`src/rtl/shared_buff_pop_sched.sv`:
```
// Pop-side scheduler for the multi-queue shared buffer: weighted round-robin
// pop arbitration feeding a 2-entry output FIFO tagged with the queue index.
module shared_buff_pop_sched #(
  parameter int DW    = 16,
  parameter int Q     = 4,
  parameter int BURST = 1,
  localparam int QW   = $clog2(Q)
) (
  input  logic          clk,
  input  logic          arst_n,
  input  logic [Q-1:0]  valid,
  input  logic [DW-1:0] data_in,
  output logic          pop,
  output logic [Q-1:0]  pop_sel,
  output logic          out_valid,
  input  logic          out_ready,
  output logic [DW-1:0] out_data,
  output logic [QW-1:0] out_qid
);

  localparam int BCW = (BURST > 1) ? $clog2(BURST) : 1;
  localparam logic [Q-1:0] ONE_HOT0 = {{(Q-1){1'b0}}, 1'b1};

  logic [QW-1:0]  last_q, last_d;
  logic [BCW-1:0] burst_q, burst_d;
  logic [1:0]     cnt_q, cnt_d;
  logic           out_valid_q, out_valid_d;
  logic [DW-1:0]  dat0_q, dat0_d, dat1_q, dat1_d;
  logic [QW-1:0]  qid0_q, qid0_d, qid1_q, qid1_d;

  logic [QW-1:0]  cand_s;
  logic [QW-1:0]  scan_s;
  logic [QW-1:0]  grant_s;
  logic           found_s;
  logic           cont_s;
  logic           pop_s;
  logic           rd_s;
  logic [Q-1:0]   sel_s;

  // base+step modulo Q; step never exceeds Q so one subtraction suffices
  function automatic logic [QW-1:0] wrap_idx(input logic [QW-1:0] base, input int step);
    int sum;
    sum = int'(base) + step;
    if (sum >= Q) begin
      sum = sum - Q;
    end else begin
      sum = sum;
    end
    return QW'(sum);
  endfunction

  // Rotating scan for the first valid queue after last, plus burst continuation
  always_comb begin
    scan_s  = last_q;
    found_s = 1'b0;
    cand_s  = last_q;
    for (int k = 1; k <= Q; k++) begin
      cand_s = wrap_idx(last_q, k);
      if (!found_s && valid[cand_s]) begin
        found_s = 1'b1;
        scan_s  = cand_s;
      end else begin
        found_s = found_s;
      end
    end
    cont_s  = valid[last_q] && (int'(burst_q) < (BURST - 1));
    grant_s = cont_s ? last_q : scan_s;
  end

  // Pop strobe and select; pop is held off in reset and when both slots are full
  always_comb begin
    pop_s = arst_n && (|valid) && (cnt_q < 2'd2);
    if (pop_s) begin
      sel_s = ONE_HOT0 << grant_s;
    end else begin
      sel_s = {Q{1'b0}};
    end
  end

  // Arbitration state advances only on cycles that actually pop
  always_comb begin
    last_d  = last_q;
    burst_d = burst_q;
    if (pop_s) begin
      if (cont_s) begin
        burst_d = burst_q + BCW'(1);
      end else begin
        last_d  = scan_s;
        burst_d = {BCW{1'b0}};
      end
    end else begin
      last_d  = last_q;
      burst_d = burst_q;
    end
  end

  // Output FIFO: entry 0 is always the head so outputs come straight from flops
  always_comb begin
    rd_s   = out_valid_q && out_ready;
    cnt_d  = cnt_q;
    dat0_d = dat0_q;
    qid0_d = qid0_q;
    dat1_d = dat1_q;
    qid1_d = qid1_q;
    case (cnt_q)
      2'd0: begin
        if (pop_s) begin
          dat0_d = data_in;
          qid0_d = grant_s;
          cnt_d  = 2'd1;
        end else begin
          cnt_d  = 2'd0;
        end
      end
      2'd1: begin
        if (pop_s && rd_s) begin
          dat0_d = data_in;
          qid0_d = grant_s;
        end else if (pop_s) begin
          dat1_d = data_in;
          qid1_d = grant_s;
          cnt_d  = 2'd2;
        end else if (rd_s) begin
          cnt_d  = 2'd0;
        end else begin
          cnt_d  = 2'd1;
        end
      end
      2'd2: begin
        if (rd_s) begin
          dat0_d = dat1_q;
          qid0_d = qid1_q;
          cnt_d  = 2'd1;
        end else begin
          cnt_d  = 2'd2;
        end
      end
      default: begin
        cnt_d = 2'd0;
      end
    endcase
    out_valid_d = (cnt_d != 2'd0);
  end

  // State registers; reset gives queue 0 first priority via last = Q-1
  always_ff @(posedge clk or negedge arst_n) begin
    if (!arst_n) begin
      last_q      <= QW'(Q - 1);
      burst_q     <= {BCW{1'b0}};
      cnt_q       <= 2'd0;
      out_valid_q <= 1'b0;
      dat0_q      <= {DW{1'b0}};
      qid0_q      <= {QW{1'b0}};
      dat1_q      <= {DW{1'b0}};
      qid1_q      <= {QW{1'b0}};
    end else begin
      last_q      <= last_d;
      burst_q     <= burst_d;
      cnt_q       <= cnt_d;
      out_valid_q <= out_valid_d;
      dat0_q      <= dat0_d;
      qid0_q      <= qid0_d;
      dat1_q      <= dat1_d;
      qid1_q      <= qid1_d;
    end
  end

  assign pop       = pop_s;
  assign pop_sel   = sel_s;
  assign out_valid = out_valid_q;
  assign out_data  = dat0_q;
  assign out_qid   = qid0_q;

endmodule
```
`config.mk`:
```
export PLATFORM = sky130hd
export DESIGN_NAME = shared_buff_pop_sched
export DESIGN_NICKNAME = d
export VERILOG_FILES = /design/src/rtl/shared_buff_pop_sched.sv
export SDC_FILE = /design/constraint.sdc
export NUM_CORES = 1
export LEC_CHECK = 0
export ABC_AREA = 1
export BUFFER_PORTS_ARGS = -buffer_cell sky130_fd_sc_hd__buf_2
export CAP_MARGIN = 20
export CORE_ASPECT_RATIO = 0.5
export CORE_MARGIN = 4
export CORE_UTILIZATION = 53
export DETAILED_ROUTE_END_ITERATION = 16
export GPL_TIMING_DRIVEN = 1
export PLACE_DENSITY = 0.83
export SYNTH_ARGS = -nofsm -noshare
export SYNTH_HDL_FRONTEND = slang
export SYNTH_SLANG_ARGS = --single-unit
```
`constraint.sdc`:
```
create_clock -name clk -period 1.7 [get_ports clk]
set_input_delay 0.085 -clock clk [delete_from_list [all_inputs] [get_ports clk]]
set_output_delay 0.085 -clock clk [all_outputs]
set_load 0.02 [all_outputs]
```
* After elaboration in Yosys (flattened, before gate mapping) *
Cells that the tools add are included.
Widths: inputs -> output; s select.

storage, ports and cells
  flip-flop bits (word level) = 41
  logic and storage cells = 81

operators by class
  $add $sub $neg = 8
  $lt $le $gt $ge = 9
  equal/unequal tests = 5
  shifts and indexed selects = 1
  muxes and demuxes = 34
  bitwise logic cells = 1
  reductions and logical operators = 16

operators with widths
  operator             count
  $mux 16              3
  $pmux 16 s3          1
  $mux 2               14
  $lt 2x3->1 const B   4
  $pmux 2 s3           2
  $ge 3x3->1 const B   3
  $mux 1               9
  $bmux 1 s2           4
  $sub 2x1->2 const B  4
  $logic_and 1x1->1    7
  $add 2x2->3 const B  2
  $ne 2x2->1 const B   3
  $add 2x3->4 const B  1
  $ge 4x3->1 const B   1
  $mux 4               1
  $reduce_and 4->1     1
  $reduce_or 4->1      1
  $shl 1x2->4 const A  1
  $add 2x1->3 const B  1
  $logic_not 1->1      3
  $reduce_and 3->1     1
  $reduce_bool 3->1    1
  $eq 2x1->1 const B   1
  $eq 2x2->1 const B   1
  4 further kinds      4

* Longest topological paths before layout *
Gate-level depths: netlist of run 1.

  depth in word-level cells = 17
  depth in mapped cells = 12

* Worst setup path after synthesis of run 1 *
Ideal clock, no wire load.

  path kind = register to output
  from = register last_q[0]
  to = output port pop_sel[2]
  arrival time = 1599 ps
  required time = 1615 ps
  slack = 16 ps
  cell stages (with the launch flop) = 12
  path buffers = 1
  cells stage by stage = dfstp_2 buf_6 inv_8 nand2_2 nand2_4 nand2_4 nand2_4 a21oi_2 nand3_1 nand2_2 inv_2 nor2_1

on the way
  word-level cells in the longest chain between the ends = 17
  elaborated cells on any way between the ends = 39
  classes of those cells = add/sub (8); order compare (4); shift (1); mux (20); reduce/logical (6)

RTL lines
  item                                              RTL line  text
  start, declared                                   24        logic [QW-1:0] last_q, last_d;
  start signal, assigned                            148       last_q <= QW'(Q - 1);
  start signal, assigned                            157       last_q <= last_d;
  $add 2x1->3                                       43        sum = int'(base) + step;
  $ge 3x3->1 / $sub 2x1->2 (equally long branches)  44, 45
  $mux 2                                            44        if (sum >= Q) begin
  $bmux 1 s2                                        59        if (!found_s && valid[cand_s]) begin
  $mux 1 (not written as such)                      59
  $mux 1                                            59
  $logic_not 1->1                                   59
  $logic_and 1x1->1                                 59
  $mux 1                                            59
  $logic_not 1->1                                   59
  $logic_and 1x1->1                                 59
  $mux 1                                            59
  $logic_not 1->1                                   59
  $logic_and 1x1->1                                 59
  $mux 2 (*)                                        59
  $shl 1x2->4 (*)                                   74        sel_s = ONE_HOT0 << grant_s;
  $mux 4 (*)                                        73        if (pop_s) begin
  end, declared                                     14        output logic [Q-1:0] pop_sel,

Every way passes the cells marked *; elsewhere a longest branch is shown, timed or not. The select of a mux whose other input is x is not followed.

* Worst setup path in the final report of run 1 *
Same ends and word-level chain as after synthesis.

==> results.md, run 1 <==
- Number of buffers created by CTS: 5
- Setup violators final: 9
- Synth area leaders: dfrtp_1 47%, nand2_1 14%, o21ai_0 7.2%
- Via count: 1866
- Reg2Reg Depth: 14
- Clock transition at path regs: 0.07 ns
- Die width: 96.72 µm
- Vias per cell: 5.098
- IO Count: 47
- Clock Sinks: 41
- Number of antenna violations at the first check in global routing: 0
- CP Launch Point: last_q[0]$_DFFE_PN1P_
- Max-Cap Viols: 0
- Peak supply drop: 1.024 mV
- Syn Area/Cell: 8.377 µm²
- Leakage: 1.388 nW
- Cell Rows: 15
- Core footprint: 3603 µm²
- Avg WL per Cell: 13.73 µm
- Register area share after synthesis: 49.31%
- Most frequent cells in the layout: 73 x nand2_1, 42 x buf_2, 39 x dfrtp_1
- Crit path arrival time: 2.07 ns
- Drt total wl: 5.027 mm
- Startpoint type of the worst setup path: flip-flop
- Worst R2R End: qid1_q[1]$_DFFE_PN0P_
- Worst-skew pair later-pin latency: 0.30 ns
- CP Capture Point: pop_sel[2]
- Number of global-route vias before repair: 1763
- Synthesized flop and latch total: 41
- Slew Viols, Final: 0
- Failing checks: setup timing
- Least-Margin Pin Slew: 0.4996 ns
- RSZ-0062 raised after global routing: yes
- Peak Freq: 464.6 MHz
- Met2 Resource Use GR: 39.50%
- Most Used Layer, Global Route: met2
- Router iterations before antenna repair: 4
- Number of diodes: 0
- CP Capture Type: output port
- TritonCTS clock tree: built
- R2R Setup Slk: -0.34 ns
- Pwr Total: 6.288 mW
- Global-route wire length before repair: 8.162 mm
- Worst Path Required: 1.62 ns
- Final WS setup: -0.4525 ns
- Met1 usage: 23.29%
- Design Area, Final: 2754 µm²
- Largest net degree at the start of global routing: 42
- Worst slack, placed: -0.06771 ns
- Final nets: 337
- Final ANT Viol Nets: 0
- Total gr overflow: 0
- Placed insts: 343
- # H-tree levels: 2
- Fin crit period: 2.152 ns
- DP Area: 2374 µm²
- Final Util: 76.42%
- Drt drc: 0
- Die area: 5064 µm²
- I/O Buffers: 46
- Syn Inst Count: 249
- Initial Utilization: 57.88%
- Worst hold path type: in -> reg
- Cell Area, Synth: 2086 µm²
- DRT iter0 DRCs: 81
- Crit Reg-Reg Startpoint: last_q[0]$_DFFE_PN1P_
- GRT Overall Usage: 20.70%
- RD Place Congestion: 0.8408
- Vert. Die Dim: 52.36 µm
- Slew margin rel.: 66.70%
- Final hold viol count: 0
- Final Non-Filler Cells: 366
- Root Buffer: clkbuf_8
- PwrDens: 2283 nW/µm²
- Hpwl dp: 3.272 mm
- Yosys top cell area share: 46.79%
- Run status: complete, but fails checks
- Max Buffers Root-to-Sink: 2
- Fraction of layout cells with a size suffix above 1: 38.10%
- Synth Warn #: 0
- Worst Path Max Fanout: 8
- Synth area leader: dfrtp_1
- Commonest non-fill, non-tap cell in the layout: nand2_1
- Critical path type: reg -> out
- Global Route met3 Usage: 4.382%
- Yosys cell types: 25
- Clock Skew: 0.004339 ns
- Post-route clock period utilization: 126.6%
- Area Overhead vs Synth: 32.03%
- Post-Syn Nets: 272
registers in the layout, summed over array words and instances (netlist names):
register / cells
qid1_q: 2
out_qid: 2
last_q: 2
out_data: 16
dat1_q: 16
cnt_q: 2
out_valid: 1
cell usage after synthesis, drive strengths merged:
library cell / n
clkbuf: 1
nor3: 1
dfstp: 2
mux2i: 6
a21oi: 7
xor2: 1
nand2: 97
buf: 9
inv: 22
o21ai: 43
dfrtp: 39
nor2: 11
nand3: 10
final cells by class:
| type | instances | area, µm² |
|---|---|---|
| clock buffer | 7 | 86.33 |
| clock inverter | 1 | 30.03 |
| fill | 277 | 849.6 |
| inverter | 22 | 92.59 |
| multi-input combinational | 176 | 1010 |
| sequential | 41 | 1028 |
| tap | 51 | 63.81 |
| timing repair buffer | 68 | 442.9 |
cells by family after synthesis:
group / Yosys count / synth area share [%]
xor+xnor: 1 / 0.4200
mux: 6 / 2.880
buf+inv: 32 / 7.738
flops: 41 / 49.31
simple gates: 119 / 27.29
compound gates: 50 / 12.36
timing repair:
| action | 4_1_cts | 5_1_grt |
|---|---|---|
| hold buffers | 4 | 0 |
| hold endpoints to repair | 42 | 0 |
| setup endpoints to repair | 6 | 10 |
| resized for setup | 11 | 24 |
| buffers inserted | 6 | 5 |
| pin swaps | 4 | 8 |
critical path, cell delays in order, from the launching register on:
cell,delay (ns)
dfstp_2,0.68
inv_8,0.08
nand2_4,0.07
nand2_4,0.06
nand2_4,0.07
nand2_4,0.08
o21ai_2,0.16
nand3_2,0.13
nand2_4,0.12
inv_2,0.06
nor2_1,0.09
buf_4,0.15
worst min-delay path by stage:
stage               cells past startpoint  slack [ns]        from                       to
finish                                  3       0.006  data_in[7]    dat1_q[7]$_DFFE_PN0P_
global route                            3       0.008  data_in[4]    dat1_q[4]$_DFFE_PN0P_
CTS                                     3       0.002  data_in[4]    dat1_q[4]$_DFFE_PN0P_
detailed placement                      2        0.24      arst_n  out_data[1]$_DFFE_PN0P_
global placement                        2        0.23      arst_n  out_data[8]$_DFFE_PN0P_
floorplan                               0       -0.21      arst_n       cnt_q[0]$_DFF_PN0_
per-stage QoR:
stage | hold WS, ns | setup TNS [ns]
after floorplan | -0.2106 | 0
after global placement | 0.2326 | 0
after detailed placement | 0.2388 | -0.2293
after CTS | 0.002164 | -1.696
after global routing | 0.008364 | -3.676
final | 0.005610 | -2.748
report_power, final:
| part | internal, mW | leakage (nW) | total [mW] | switching, mW |
|---|---|---|---|---|
| clock network | 0.479 | 0.0585 | 0.809 | 0.330 |
| registers | 1.48 | 0.501 | 1.77 | 0.292 |
| logic | 1.48 | 0.829 | 3.71 | 2.23 |
| total | 3.43 | 1.39 | 6.29 | 2.85 |
metal layers:
metal  up-vias  part of all wire, %  wire length [µm]
met1       888                   41              2064
met2        42                   52              2634
li1        919                    -                 -
met4         0                  2.9               148
met5         -                    0                 0
met3        17                  3.6               180
(Power assumes the default switching activity.)
==> inputs of run 2 (changes only) <==
--- a/config.mk
+++ b/config.mk
@@ -8,7 +8,7 @@
 export ABC_AREA = 1
 export BUFFER_PORTS_ARGS = -buffer_cell sky130_fd_sc_hd__buf_2
 export CAP_MARGIN = 20
-export CORE_ASPECT_RATIO = 0.5
+export CORE_ASPECT_RATIO = 1.4
 export CORE_MARGIN = 4
 export CORE_UTILIZATION = 53
 export DETAILED_ROUTE_END_ITERATION = 16
==> results.md, run 2 (synthesis results as in run 1) <==
- Worst R2R End: qid1_q[1]$_DFFE_PN0P_
- IO Count: 47
- Startpoint type of the worst setup path: flip-flop
- Router iterations before antenna repair: 4
- Post-route clock period utilization: 126.0%
- Peak Freq: 466.8 MHz
- Setup violators final: 10
- P_int: 3.363 mW
- Crit path arrival time: 2.06 ns
- Clock Skew: 0.006105 ns
- Final hold viol count: 0
- GRT Overall Usage: 21.14%
- Slew Viols, Final: 0
- R2R Setup Slk: -0.35 ns
- Clock power share: 10.2%
- Most frequent cells in the layout: 75 x nand2_1, 42 x buf_2, 39 x dfrtp_1
- P_sw: 2.879 mW
- Die area: 5017 µm²
- Reg2Reg Depth: 13
- Number of buffers created by CTS: 5
- Logic pwr share: 61.9%
- Run status: complete, but fails checks
- Number of diodes: 0
- Final Util: 73.62%
- RD Place Congestion: 0.9195
- Via count: 1931
- Fraction of layout cells with a size suffix above 1: 38.05%
- PwrDens: 2286 nW/µm²
- Final nets: 341
- Cell Rows: 26
- Global-route wire length before repair: 7.914 mm
- Critical path type: reg -> out
- Total gr overflow: 0
- Worst hold path type: in -> reg
- Net Sw Frac: 46.12%
- Total area of sequential cells: 1028 µm²
- Largest net degree at the start of global routing: 42
- Drt total wl: 5.140 mm
- Final ANT Viol Nets: 0
- Number of global-route vias before repair: 1809
- Worst Path Required: 1.62 ns
- Drt drc: 0
- I/O Buffers: 46
- Initial Utilization: 56.24%
- TritonCTS clock tree: built
- Number of antenna violations at the first check in global routing: 0
- CP Capture Point: pop_sel[3]
- Avg WL per Cell: 14.28 µm
- CP Launch Point: last_q[0]$_DFFE_PN1P_
- Fin crit period: 2.142 ns
- Fillers: 275
- Die width: 61.02 µm
- Vert. Die Dim: 82.23 µm
- # H-tree levels: 2
- Hpwl dp: 3.159 mm
- Area of the multi-input gates: 992.2 µm²
- Max-Cap Viols: 0
- Clock transition at path regs: 0.07 ns
- Clock Sinks: 41
- DRT iter0 DRCs: 131
- Flop pwr share: 27.9%
- CP Capture Type: output port
- Worst Path Max Fanout: 4
- RSZ-0062 raised after global routing: yes
- Max Buffers Root-to-Sink: 2
- Commonest non-fill, non-tap cell in the layout: nand2_1
- Final WS setup: -0.4420 ns
- Area Overhead vs Synth: 30.89%
- Least-Margin Pin Slew: 0.5120 ns
- Peak supply drop: 2.055 mV
- Slew margin rel.: 65.87%
- Crit Reg-Reg Startpoint: last_q[0]$_DFFE_PN1P_
- Worst-skew pair later-pin latency: 0.29 ns
- Pwr Total: 6.242 mW
- Core footprint: 3709 µm²
- Vias per cell: 5.364
- Root Buffer: clkbuf_8
- Failing checks: setup timing
- Leakage: 1.399 nW
[run 2: area by class of cell]
cell class                 count  share of cell area, %
inverter                      22                  3.391
sequential                    41                  37.67
clock inverter                 1                 0.2750
tap                           42                  1.925
multi-input combinational    176                  36.34
clock buffer                   6                  3.025
timing repair buffer          72                  17.37
[run 2: layer usage]
metal / track usage (%) / share of wire [%]
met1: 24.44 / 39
met2: 36.65 / 53
met3: 3.888 / 4.7
met4: 10.20 / 3.0
met5: 0 / 0
[run 2: worst max-delay path, stage by stage, from the launching register on]
cell	delay, ns
dfstp_2	0.59
buf_6	0.13
nand2_1	0.08
nand2_4	0.09
nand2_4	0.06
nand2_4	0.09
xor2_1	0.19
nand2_2	0.11
nand2_2	0.12
nand2_4	0.09
nor2_4	0.09
buf_6	0.12
[run 2: how the worst min path moves through the flow]
stage	startpoint	endpoint	cells past startpoint
3_5_place_dp	arst_n	out_data[8]$_DFFE_PN0P_	2
3_3_place_gp	arst_n	out_data[8]$_DFFE_PN0P_	2
4_1_cts	data_in[7]	dat1_q[7]$_DFFE_PN0P_	3
6_report	data_in[8]	dat1_q[8]$_DFFE_PN0P_	3
5_1_grt	data_in[6]	dat1_q[6]$_DFFE_PN0P_	3
2_1_floorplan	arst_n	cnt_q[0]$_DFF_PN0_	0
[run 2: power by group through the flow]
stage | Sequential [mW] | Combinational [mW] | Clock, mW
6_report | 1.74 | 3.86 | 0.640
5_1_grt | 1.79 | 4.19 | 0.712
4_1_cts | 1.73 | 3.16 | 0.655
3_5_place_dp | 1.77 | 2.80 | 0
3_3_place_gp | 1.75 | 2.72 | 0
2_1_floorplan | 1.98 | 1.85 | 0
[run 2: timing repair]
item | in CTS | in global routing
buffers inserted | 5 | 9
hold buffers | 2 | 1
endpoints found under the setup margin | 5 | 10
pin swaps | 2 | 16
hold endpoints to repair | 40 | 1
resized for setup | 14 | 21
[run 2: stage by stage]
stage	hold slack [ns]	worst slack (ns)	TNS, ns	cell area [µm²]	cells
6_report	0.008978	-0.4420	-2.753	2730	360
5_1_grt	0.001839	-0.5253	-3.585	2730	360
4_1_cts	0.003038	-0.3186	-1.208	2570	350
3_5_place_dp	0.2186	-0.07228	-0.2095	2365	336
3_3_place_gp	0.2128	-0.02146	-0.04744	2365	336
2_1_floorplan	-0.2106	0.01618	0	2086	249
